### config.mk
export PLATFORM = sky130hd
export DESIGN_NAME = axi_write_data_channel
export DESIGN_NICKNAME = d
export VERILOG_FILES = /design/src/rtl/axi_wchan_pkg.sv /design/src/rtl/axi_w_out_reg.sv /design/src/rtl/axi_write_data_channel.sv
export SDC_FILE = /design/constraint.sdc
export NUM_CORES = 1
export LEC_CHECK = 0
export CORE_UTILIZATION = 35
export CTS_CLUSTER_DIAMETER = 150
export CTS_CLUSTER_SIZE = 14
export DETAILED_ROUTE_END_ITERATION = 10
export GPL_ROUTABILITY_DRIVEN = 1
export HOLD_SLACK_MARGIN = 0.03
export PLACE_DENSITY_LB_ADDON = 0.25
export SETUP_SLACK_MARGIN = 0.02
export SYNTH_ARGS = -nofsm -noshare
export SYNTH_HDL_FRONTEND = slang
export SYNTH_HIERARCHICAL = 1
export SYNTH_SLANG_ARGS = --single-unit
### constraint.sdc
create_clock -name clk -period 2.7 [get_ports clk]
set_input_delay 0.54 -clock clk [delete_from_list [all_inputs] [get_ports clk]]
set_output_delay 0.54 -clock clk [all_outputs]
set_load 0.01 [all_outputs]
### src/rtl/axi_wchan_pkg.sv
// axi_wchan_pkg
//   Shared types and helpers for the AXI4 write-data / write-response stage.
//   - wchan_state_t : FSM state encodings (also visible on current_state_out)
//   - RESP_*        : AXI BRESP codes
//   - size_legal    : burst_size is a power of two no wider than the data bus
//   - size_to_strb  : low burst_size byte lanes set
package axi_wchan_pkg;

    typedef enum logic [2:0] {
        ST_RESET     = 3'b000,
        ST_IDLE      = 3'b001,
        ST_STREAM    = 3'b010,
        ST_WAIT_RESP = 3'b011,
        ST_COMPLETE  = 3'b100,
        ST_ERROR     = 3'b101
    } wchan_state_t;

    localparam logic [1:0] RESP_OKAY   = 2'b00;
    localparam logic [1:0] RESP_EXOKAY = 2'b01;
    localparam logic [1:0] RESP_SLVERR = 2'b10;
    localparam logic [1:0] RESP_DECERR = 2'b11;

    localparam int MAX_BURST_LEN = 256;
    // Widest supported bus is 1024 bits -> 128 byte lanes.
    localparam int MAX_STRB_W    = 128;

    function automatic logic size_legal(input int burst_size, input int data_width);
        logic ok;
        ok = 1'b0;
        for (int k = 0; k < 8; k++) begin
            if ((burst_size == (1 << k)) && ((1 << k) <= (data_width / 8))) begin
                ok = 1'b1;
            end
        end
        return ok;
    endfunction

    function automatic logic [MAX_STRB_W-1:0] size_to_strb(input int burst_size);
        logic [MAX_STRB_W-1:0] m;
        for (int i = 0; i < MAX_STRB_W; i++) begin
            m[i] = (i < burst_size);
        end
        return m;
    endfunction

endpackage

### src/rtl/axi_w_out_reg.sv
// axi_w_out_reg
//   Single-entry W output register. Holds WDATA/WLAST/WVALID and produces the
//   source-side ready.
//   Ports:
//     clk, resetn            clock, synchronous active-low reset
//     load_en_i              controller allows a new beat to be taken
//     last_i                 the beat taken now is the final one of the burst
//     src_data_i/src_valid_i local source beat
//     src_ready_o            register can take src_data_i this cycle
//     load_o                 source handshake happens at this edge
//     wready_i               AXI WREADY
//     wdata_o/wlast_o/wvalid_o AXI W payload and valid
//
//   Handshake rule (both sides): a transfer happens at a rising edge where
//   valid and ready are both high; valid, once raised, stays high with its
//   payload unchanged until that transfer.
module axi_w_out_reg #(
    parameter int DATA_WIDTH = 32
) (
    input  logic                  clk,
    input  logic                  resetn,
    input  logic                  load_en_i,
    input  logic                  last_i,
    input  logic [DATA_WIDTH-1:0] src_data_i,
    input  logic                  src_valid_i,
    output logic                  src_ready_o,
    output logic                  load_o,
    input  logic                  wready_i,
    output logic [DATA_WIDTH-1:0] wdata_o,
    output logic                  wlast_o,
    output logic                  wvalid_o
);

    logic [DATA_WIDTH-1:0] wdata_q;
    logic                  wlast_q;
    logic                  wvalid_q;

    // The register is free when empty or when its beat leaves this edge.
    assign src_ready_o = load_en_i && (!wvalid_q || wready_i);
    assign load_o      = src_valid_i && src_ready_o;

    always_ff @(posedge clk) begin
        if (!resetn) begin
            wdata_q  <= '0;
            wlast_q  <= 1'b0;
            wvalid_q <= 1'b0;
        end else if (load_o) begin
            wdata_q  <= src_data_i;
            wlast_q  <= last_i;
            wvalid_q <= 1'b1;
        end else if (wvalid_q && wready_i) begin
            // Data is left in place; only the qualifiers drop.
            wlast_q  <= 1'b0;
            wvalid_q <= 1'b0;
        end
    end

    assign wdata_o  = wdata_q;
    assign wlast_o  = wlast_q;
    assign wvalid_o = wvalid_q;

endmodule

### src/rtl/axi_write_data_channel.sv
// axi_write_data_channel
//   AXI4 write-data / write-response master stage. A level 'go' streams
//   burst_length beats from a local valid/ready source onto W (WLAST on the
//   final beat), then takes the B response and reports done/error.
//   Optional feature: define AXI_WRITE_RESP_TIMEOUT_EN to bound the wait for
//   BVALID to RESP_TIMEOUT cycles (timeout reports error_resp = 2'b11).
//   Ports:
//     clk, resetn                 clock, synchronous active-low reset
//     go                          start request, held until done
//     burst_length, burst_size    beats (1..256), bytes per beat (pow2)
//     src_data/src_valid/src_ready local beat source
//     WDATA/WSTRB/WLAST/WVALID/WREADY  AXI W channel
//     BRESP/BVALID/BREADY         AXI B channel
//     done, error, error_resp     completion status
//     current_state_out           FSM state for debug
module axi_write_data_channel
    import axi_wchan_pkg::*;
#(
    parameter int DATA_WIDTH   = 32,
    parameter int RESP_TIMEOUT = 1024
) (
    input  logic                    clk,
    input  logic                    resetn,
    input  logic                    go,
    input  int                      burst_length,
    input  int                      burst_size,
    input  logic [DATA_WIDTH-1:0]   src_data,
    input  logic                    src_valid,
    output logic                    src_ready,
    output logic [DATA_WIDTH-1:0]   WDATA,
    output logic [DATA_WIDTH/8-1:0] WSTRB,
    output logic                    WLAST,
    output logic                    WVALID,
    input  logic                    WREADY,
    input  logic [1:0]              BRESP,
    input  logic                    BVALID,
    output logic                    BREADY,
    output logic                    done,
    output logic                    error,
    output logic [1:0]              error_resp,
    output logic [2:0]              current_state_out
);

    localparam int STRB_W = DATA_WIDTH / 8;

    localparam logic [2:0] S_RESET     = ST_RESET;
    localparam logic [2:0] S_IDLE      = ST_IDLE;
    localparam logic [2:0] S_STREAM    = ST_STREAM;
    localparam logic [2:0] S_WAIT_RESP = ST_WAIT_RESP;
    localparam logic [2:0] S_COMPLETE  = ST_COMPLETE;
    localparam logic [2:0] S_ERROR     = ST_ERROR;

    logic [2:0]        state_q, state_d;
    logic [7:0]        count_q, count_d;          // beats still to be loaded, minus one
    logic              issued_all_q, issued_all_d;
    logic [STRB_W-1:0] strb_q, strb_d;
    logic [1:0]        err_resp_q, err_resp_d;

    logic                  go_legal;
    logic                  in_stream;
    logic                  load_en;
    logic                  src_load;
    logic                  w_last_hs;
    logic [MAX_STRB_W-1:0] strb_full;

    assign go_legal  = size_legal(burst_size, DATA_WIDTH)
                       && (burst_length >= 1) && (burst_length <= MAX_BURST_LEN);
    assign strb_full = size_to_strb(burst_size);
    assign in_stream = (state_q == S_STREAM);
    // Once the final beat has been loaded no further source beats are taken.
    assign load_en   = in_stream && !issued_all_q;
    assign w_last_hs = in_stream && WVALID && WREADY && WLAST;

    axi_w_out_reg #(
        .DATA_WIDTH (DATA_WIDTH)
    ) u_out_reg (
        .clk         (clk),
        .resetn      (resetn),
        .load_en_i   (load_en),
        .last_i      (count_q == 8'd0),
        .src_data_i  (src_data),
        .src_valid_i (src_valid),
        .src_ready_o (src_ready),
        .load_o      (src_load),
        .wready_i    (WREADY),
        .wdata_o     (WDATA),
        .wlast_o     (WLAST),
        .wvalid_o    (WVALID)
    );

`ifdef AXI_WRITE_RESP_TIMEOUT_EN
    logic [15:0] tmo_q, tmo_d;
    logic        tmo_hit;

    // Zero outside WAIT_RESP, so it is already clear on entry.
    assign tmo_d   = (state_q == S_WAIT_RESP) ? tmo_q + 16'd1 : 16'd0;
    assign tmo_hit = (tmo_q == 16'(RESP_TIMEOUT - 1));

    always_ff @(posedge clk) begin
        if (!resetn) begin
            tmo_q <= 16'd0;
        end else begin
            tmo_q <= tmo_d;
        end
    end
`else
    logic tmo_hit;
    assign tmo_hit = 1'b0;
`endif

    always_comb begin
        state_d      = state_q;
        count_d      = count_q;
        issued_all_d = issued_all_q;
        strb_d       = strb_q;
        err_resp_d   = err_resp_q;
        case (state_q)
            S_RESET: begin
                state_d = S_IDLE;
            end
            S_IDLE: begin
                if (go) begin
                    if (go_legal) begin
                        state_d      = S_STREAM;
                        count_d      = 8'(burst_length - 1);
                        issued_all_d = 1'b0;
                        strb_d       = strb_full[STRB_W-1:0];
                        err_resp_d   = RESP_OKAY;
                    end else begin
                        state_d    = S_ERROR;
                        err_resp_d = RESP_OKAY;
                    end
                end
            end
            S_STREAM: begin
                if (src_load) begin
                    if (count_q == 8'd0) begin
                        issued_all_d = 1'b1;
                    end else begin
                        count_d = count_q - 8'd1;
                    end
                end
                if (w_last_hs) begin
                    state_d = S_WAIT_RESP;
                end
            end
            S_WAIT_RESP: begin
                if (BVALID) begin
                    // BRESP[1] clear means OKAY or EXOKAY.
                    if (!BRESP[1]) begin
                        state_d = S_COMPLETE;
                    end else begin
                        state_d    = S_ERROR;
                        err_resp_d = BRESP;
                    end
                end else if (tmo_hit) begin
                    state_d    = S_ERROR;
                    err_resp_d = RESP_DECERR;
                end
            end
            S_COMPLETE, S_ERROR: begin
                if (!go) begin
                    state_d = S_IDLE;
                end
            end
            default: begin
                state_d = S_RESET;
            end
        endcase
    end

    always_ff @(posedge clk) begin
        if (!resetn) begin
            state_q      <= S_RESET;
            count_q      <= 8'd0;
            issued_all_q <= 1'b0;
            strb_q       <= '0;
            err_resp_q   <= 2'b00;
        end else begin
            state_q      <= state_d;
            count_q      <= count_d;
            issued_all_q <= issued_all_d;
            strb_q       <= strb_d;
            err_resp_q   <= err_resp_d;
        end
    end

    assign WSTRB             = strb_q;
    assign BREADY            = (state_q == S_WAIT_RESP);
    assign done              = (state_q == S_COMPLETE) || (state_q == S_ERROR);
    assign error             = (state_q == S_ERROR);
    assign error_resp        = err_resp_q;
    assign current_state_out = state_q;

endmodule

# ---- After elaboration in Yosys (flattened, before gate mapping)
# Index checks and enable logic that the tools add are counted.
dict set report classes {
  shifts 0
  multipliers 0
  bitwise 0
  addsub 2
  magnitude_cmp 6
  muxes 27
  n_reduce_logical 24
  div_mod_pow 0
  n_eq_ne 17
}
# operator n
set ops {}
lappend ops {{3-bit by 32-bit less-than comparator with 1-bit output, first input constant} 2}
lappend ops {{32-bit by 2-bit == test with 1-bit output, second input constant} 1}
lappend ops {{32-bit by 3-bit == test with 1-bit output, second input constant} 1}
lappend ops {{32-bit by 4-bit == test with 1-bit output, second input constant} 1}
lappend ops {{32-bit by 2-bit >= comparator with 1-bit output, second input constant} 1}
lappend ops {{32-bit by 10-bit less-or-equal comparator with 1-bit output, second input constant} 1}
lappend ops {{1-bit by 32-bit less-than comparator with 1-bit output, first input constant} 1}
lappend ops {{2-bit by 32-bit less-than comparator with 1-bit output, first input constant} 1}
lappend ops {{8-bit 2-to-1 mux} 4}
lappend ops {{8-bit one-hot mux with 2 select lines} 1}
lappend ops {{3-bit 2-to-1 mux} 5}
lappend ops {{3-bit one-hot mux with 5 select lines} 1}
lappend ops {{2-bit inequality test, second input constant} 6}
lappend ops {{1-bit 2-to-1 mux} 11}
lappend ops {{5-bit AND reduction} 2}
lappend ops {{1-bit logical AND} 9}
lappend ops {{8-bit zero test} 1}
lappend ops {{4-bit AND reduction} 2}
lappend ops {{8-bit by 1-bit subtractor with 8-bit output, second input constant} 1}
lappend ops {{8-bit by 2-bit subtractor with 8-bit output, second input constant} 1}
lappend ops {{3-bit by 2-bit == test with 1-bit output, second input constant} 2}
lappend ops {{3-bit == test, second input constant} 2}
lappend ops {{2-bit 2-to-1 mux} 3}
lappend ops {{2-bit by 1-bit inequality test with 1-bit output, second input constant} 3}
lappend ops {{9 further kinds} 13}
dict set report word_totals {
  n_memories 0
  reg_bits 52
  wordCells 84
  romBits 0
  latch_bits 0
  ram_bits 0
}

# ---- Depth between registers and ports, before layout
dict set report logic_depth {
  depth_word 9
  mapped_depth 14
  ltp_nobuf 8
}

# ---- By module
# The synthesis kept the hierarchy.
# module instances area_each_um2 cells_per_inst seq_area_each_um2
set modules_own_cells {}
lappend modules_own_cells {axi_w_out_reg 1 1425.1 150 680.7}
lappend modules_own_cells {axi_write_data_channel 1 1395.1 187 360.3}

# ---- Worst setup path before layout
# No wires, ideal clock.
dict set report synth_timing {
  kind {flip-flop to flip-flop}
  startpoint {register state_q[1] (netlist: current_state_out[1])}
  endpoint {register count_q[5]}
  arrival_time_ns 2.763
  period_less_slack_ns 2.831
  setup_slack_ns -0.131
  t_required_ns 2.631
  path_stages_with_launch 15
  setup_time_ns 0.069
  path_cell_list {dfxtp_1 -> clkbuf_1 -> or3b_2 -> clkbuf_1 -> clkbuf_1 -> nor2_1 -> nand2_2 -> nor2b_4 -> buf_12 -> buf_12 -> and3_4 -> a31oi_4 -> buf_6 -> a211o_1 -> a21oi_2}
}
dict set report synth_via {
  elab_chain_cells 6
  word_cells_on_any_way 12
  cone_classes {eq/ne: 6; mux: 1; reduce/logical: 5}
}
# item line
set synth_rtl {}
lappend synth_rtl {{start, declared} axi_write_data_channel.sv:53} ;# logic [2:0] state_q, state_d;
lappend synth_rtl {{start signal, assigned} axi_write_data_channel.sv:180} ;# state_q <= state_d;
lappend synth_rtl {{3-bit by 2-bit == test with 1-bit output} axi_write_data_channel.sv:69} ;# assign in_stream = (state_q == S_STREAM);
lappend synth_rtl {{1-bit logical AND} axi_write_data_channel.sv:71} ;# assign load_en = in_stream && !issued_all_q;
lappend synth_rtl {{named net load_en} axi_write_data_channel.sv:61} ;# logic load_en;
lappend synth_rtl {{1-bit logical AND} axi_w_out_reg.sv:39} ;# assign src_ready_o = load_en_i && (!wvalid_q || wready_i);
lappend synth_rtl {{1-bit logical AND} axi_w_out_reg.sv:40} ;# assign load_o = src_valid_i && src_ready_o;
lappend synth_rtl {{named net src_load} axi_write_data_channel.sv:62} ;# logic src_load;
lappend synth_rtl {{2-bit by 1-bit inequality test with 1-bit output (no line)} --}
lappend synth_rtl {{5-bit AND reduction (no line)} --}
lappend synth_rtl {{end signal, assigned} axi_write_data_channel.sv:181} ;# count_q <= count_d;
lappend synth_rtl {{end, declared} axi_write_data_channel.sv:54} ;# logic [7:0] count_q, count_d;
# The timed path passes the listed nets, and every way through them passes these cells.
# A chain may end at the register's enable or synchronous reset.

# ---- Final worst setup path
dict set report layout_timing {
  startpoint {register state_q[1] (netlist: current_state_out[1])}
  endpoint {output src_ready}
}
dict set report layout_via {
  elab_chain_cells 3
}
# item line
set layout_rtl {}
lappend layout_rtl {{3-bit by 2-bit == test with 1-bit output} axi_write_data_channel.sv:69}
lappend layout_rtl {{1-bit logical AND} axi_write_data_channel.sv:71}
lappend layout_rtl {{named net load_en} axi_write_data_channel.sv:61}
lappend layout_rtl {{1-bit logical AND} axi_w_out_reg.sv:39}
lappend layout_rtl {{end, declared} axi_write_data_channel.sv:29} ;# output logic src_ready,
# The timed path passes the listed nets, and every way through them passes these cells.

==> run metrics <==
status=complete, no violations; number of setup buffers added after CTS=0; mean post-synth cell area=8.37 um^2; worst path arrival time=2.04 ns; global-route wire length before repair=12000 um; critical path class=reg2out; fin crit share=95.6%; Worst Hold Launch=u_out_reg/wdata_o[7]; top achievable clock speed=387 MHz; clock skew=0.0109 ns; I/O Buffers=150; CTS sink cnt=52; non-filler instance count after layout=601; yosys synthesis warning count=6; HP Class=reg2reg; area share of the largest cell type after synthesis=36.9%; Area growth syn-to-layout=63.5%; Die Wd=91.8 um; combinational share of power=19.1%; Slew headroom=55.1%; switching power=373 uW; dpl hpwl=5680 um; adder-cell area share of the yosys netlist=1.77%; Fill cells=691; pin count of the biggest net entering global routing=64; die outline height=91.8 um; reg2reg setup slack=0.24 ns; worst-case reg-to-reg path depth=7; Post-CTS Hold Fix Bufs=0; final WL=7340 um; gpl congestion=0.790; Worst-path clk slew=0.10 ns; standard-cell rows=32; cell area after layout=0.00461 mm^2; Vias/cell=4.82; core area=0.00777 mm^2; global-route usage over all layers=17.2%; initial antenna violation count=0; Syn Inst Count=337; Peak VDD IR=0.000201 V; total power=1730 uW; final setup vio count=0; DR pass1 iterations=4; Flop pwr share=45.5%; Clock Latency Late Sink=0.30 ns; Die Footprint=0.00842 mm^2; Synth Area in Compound Gates=12.3%; Pwr Density=374 mW/mm^2; Hold Crit Endpoint=u_out_reg/wdata_o[7]; max-cap violation count=0; Synth Cell Area=0.00282 mm^2; layout cells sized above 1=10.4%; Root Buffer=clkbuf_8; Layout Nets=607; register area share after synthesis=36.9%; Yosys cell types=51; Synth Area in Simple Gates=27.7%; vias in the first global route=2747; initial core utilization=36.3%; clock group share of total power=35.4%; H-tree levels=2; Detail Route Antenna Nets=0; grt ovf=0; Worst EP required=2.16 ns; largest family of logic cells by synthesized area=simple AND/OR/NAND/NOR gates; Synth async-reset ratio=0%; crit start category=register; post-layout min period=2.58 ns; Most used DFF post-synth=dfxtp_1; Cell Int Power=1350 uW; Post-synth EDFFs=0; flops & latches, synth=52; CTS tree=done; placed insts=594; RSZ-0062 raised after global routing=no; pre-CTS setup slack=-0.234 ns; CP Capture Type=output pin; mux cell area share after synthesis=12.1%; worst-path fanout max=12; CTS max path bufs=2; reg2reg end=count_q[1]; Initial DRC Count=84; WL/cell=12.2 um; worst reg2reg path startpoint=count_q[3]; worst slew pin tran=0.669 ns; remaining routing DRC violations=0; Core Util, Final=59.4%; cell leakage power=0.00166 uW; Synth area leader=dfxtp_1; ant diodes=0; I/O pin count=151; Hold Vio Cnt, Final=0; post-synthesis xor/xnor area fraction=2.17%; worst setup margin=0.118 ns; Synth area leaders=dfxtp_1, mux2i_1, nand2_1, nor4_1, buf_12; CTS Buf Count=5; Slew Limit Fails=0; DR vias=2899; Sw Ratio=21.6%; syn nets=445; Placed Area=0.00447 mm^2; hold depth=2
## placed cells by master, fill, tap and decap left out, drive strengths merged, types with 4 or more instances in the layout
cell type and count:
o21ai 7, nor2b 4, and3 4, xor2 4, nor3 5, nand4 5, mux2i 34, dfxtp 52
buf 26, ha 4, nor2 20, nand3 7, and2 6, nor4 15, a21oi 16, inv 10
a31oi 5, clkdlybuf4s50 149, nand2 84, clkbuf 5
## metrics by stage
stage | setup TNS, ns | hold slack [ns]
2_1_floorplan | 0 | 0.463
3_3_place_gp | -0.884 | 0.442
3_5_place_dp | -2.34 | 0.447
4_1_cts | 0 | 0.462
5_1_grt | 0 | 0.478
6_report | 0 | 0.457
## cells in the mapped netlist, types with 2 or more instances
| cell type | instances |
|---|---|
| nand2_1 | 83 |
| dfxtp_1 | 52 |
| mux2i_1 | 34 |
| nor2_1 | 20 |
| nor4_1 | 15 |
| a21oi_1 | 12 |
| clkbuf_1 | 10 |
| inv_1 | 10 |
| nand3_1 | 7 |
| and2_1 | 6 |
| nand4_1 | 5 |
| nor3_1 | 5 |
| o21ai_1 | 5 |
| a21oi_2 | 4 |
| a31oi_1 | 4 |
| buf_12 | 4 |
| ha_1 | 4 |
| xor2_1 | 4 |
| a211o_1 | 3 |
| a211oi_1 | 3 |
| and3_1 | 3 |
| buf_2 | 3 |
| nor2b_1 | 3 |
| nor3b_1 | 3 |
| xnor2_1 | 3 |
| a22oi_1 | 2 |
| buf_6 | 2 |
| nand2b_1 | 2 |
| o21a_1 | 2 |
| o21ai_0 | 2 |
| or2_2 | 2 |
## cells by family (layout without fill, tap and decap cells)
logic type | after synthesis | count (layout)
DFF | 52 | 52
AOI/OAI and AO/OA | 48 | 48
xor gates and xnor gates | 7 | 7
adders and majority gates | 4 | 4
muxes | 34 | 34
and+or+nand+nor | 162 | 162
buffers and inverters | 30 | 192
## routing by layer
layer / wire length (um) / GRT usage, % / up-vias / part of all wire (%)
met4: 88 / 4.43 / 0 / 1.2
met3: 532 / 4.06 / 7 / 7.2
met1: 3400 / 21.8 / 1309 / 46
met5: 0 / 0 / - / 0
met2: 3320 / 29.3 / 100 / 45
li1: - / - / 1483 / -
## timing repair
item                       in CTS  in global routing
setup endpoints to repair       1                 13
cloned                          0                  0
resized for setup               1                  3
hold endpoints to repair        0                  0
## worst max-delay path by stage
stage | end | slack (ns) | startpoint | depth (start not counted)
3_3_place_gp | count_q[4] | -0.13 | burst_length[1] | 10
3_5_place_dp | current_state_out[2] | -0.23 | burst_length[1] | 10
6_report | src_ready | 0.12 | current_state_out[1] | 4
5_1_grt | src_ready | 0.03 | current_state_out[1] | 4
2_1_floorplan | count_q[5] | 0.03 | current_state_out[0] | 14
4_1_cts | src_ready | 0.03 | current_state_out[1] | 4
## sequential cells by signal (all words and copies together) (netlist names)
name and count:
error_resp 2, WSTRB 4, u_out_reg/wvalid_o 1, count_q 8
u_out_reg/wdata_o 32, issued_all_q 1, u_out_reg/wlast_o 1, current_state_out 3
## critical path: stages (launching register included)
cell	delay, ns
dfxtp_4	0.41
or3b_2	0.49
nor2_2	0.14
and2_4	0.17
clkdlybuf4s50_1	0.53
## power by group through the flow
stage	combinational [uW]	clock (uW)	sequential (uW)
final	330	611	786
after CTS	330	628	786
after detailed placement	328	0	804
after global routing	356	659	788
after global placement	326	0	804
after floorplan	109	0	808
## cell type report
class,count,area [um^2],share of cell area [%]
multi-input combinational,255,1590,34.5
inverter,10,37.5,0.814
timing repair buffer,175,1680,36.5
clock buffer,5,68.8,1.49
tap,102,128,2.77
sequential,52,1040,22.7
clock inverter,2,60.1,1.30
(Power assumes the default switching activity.)
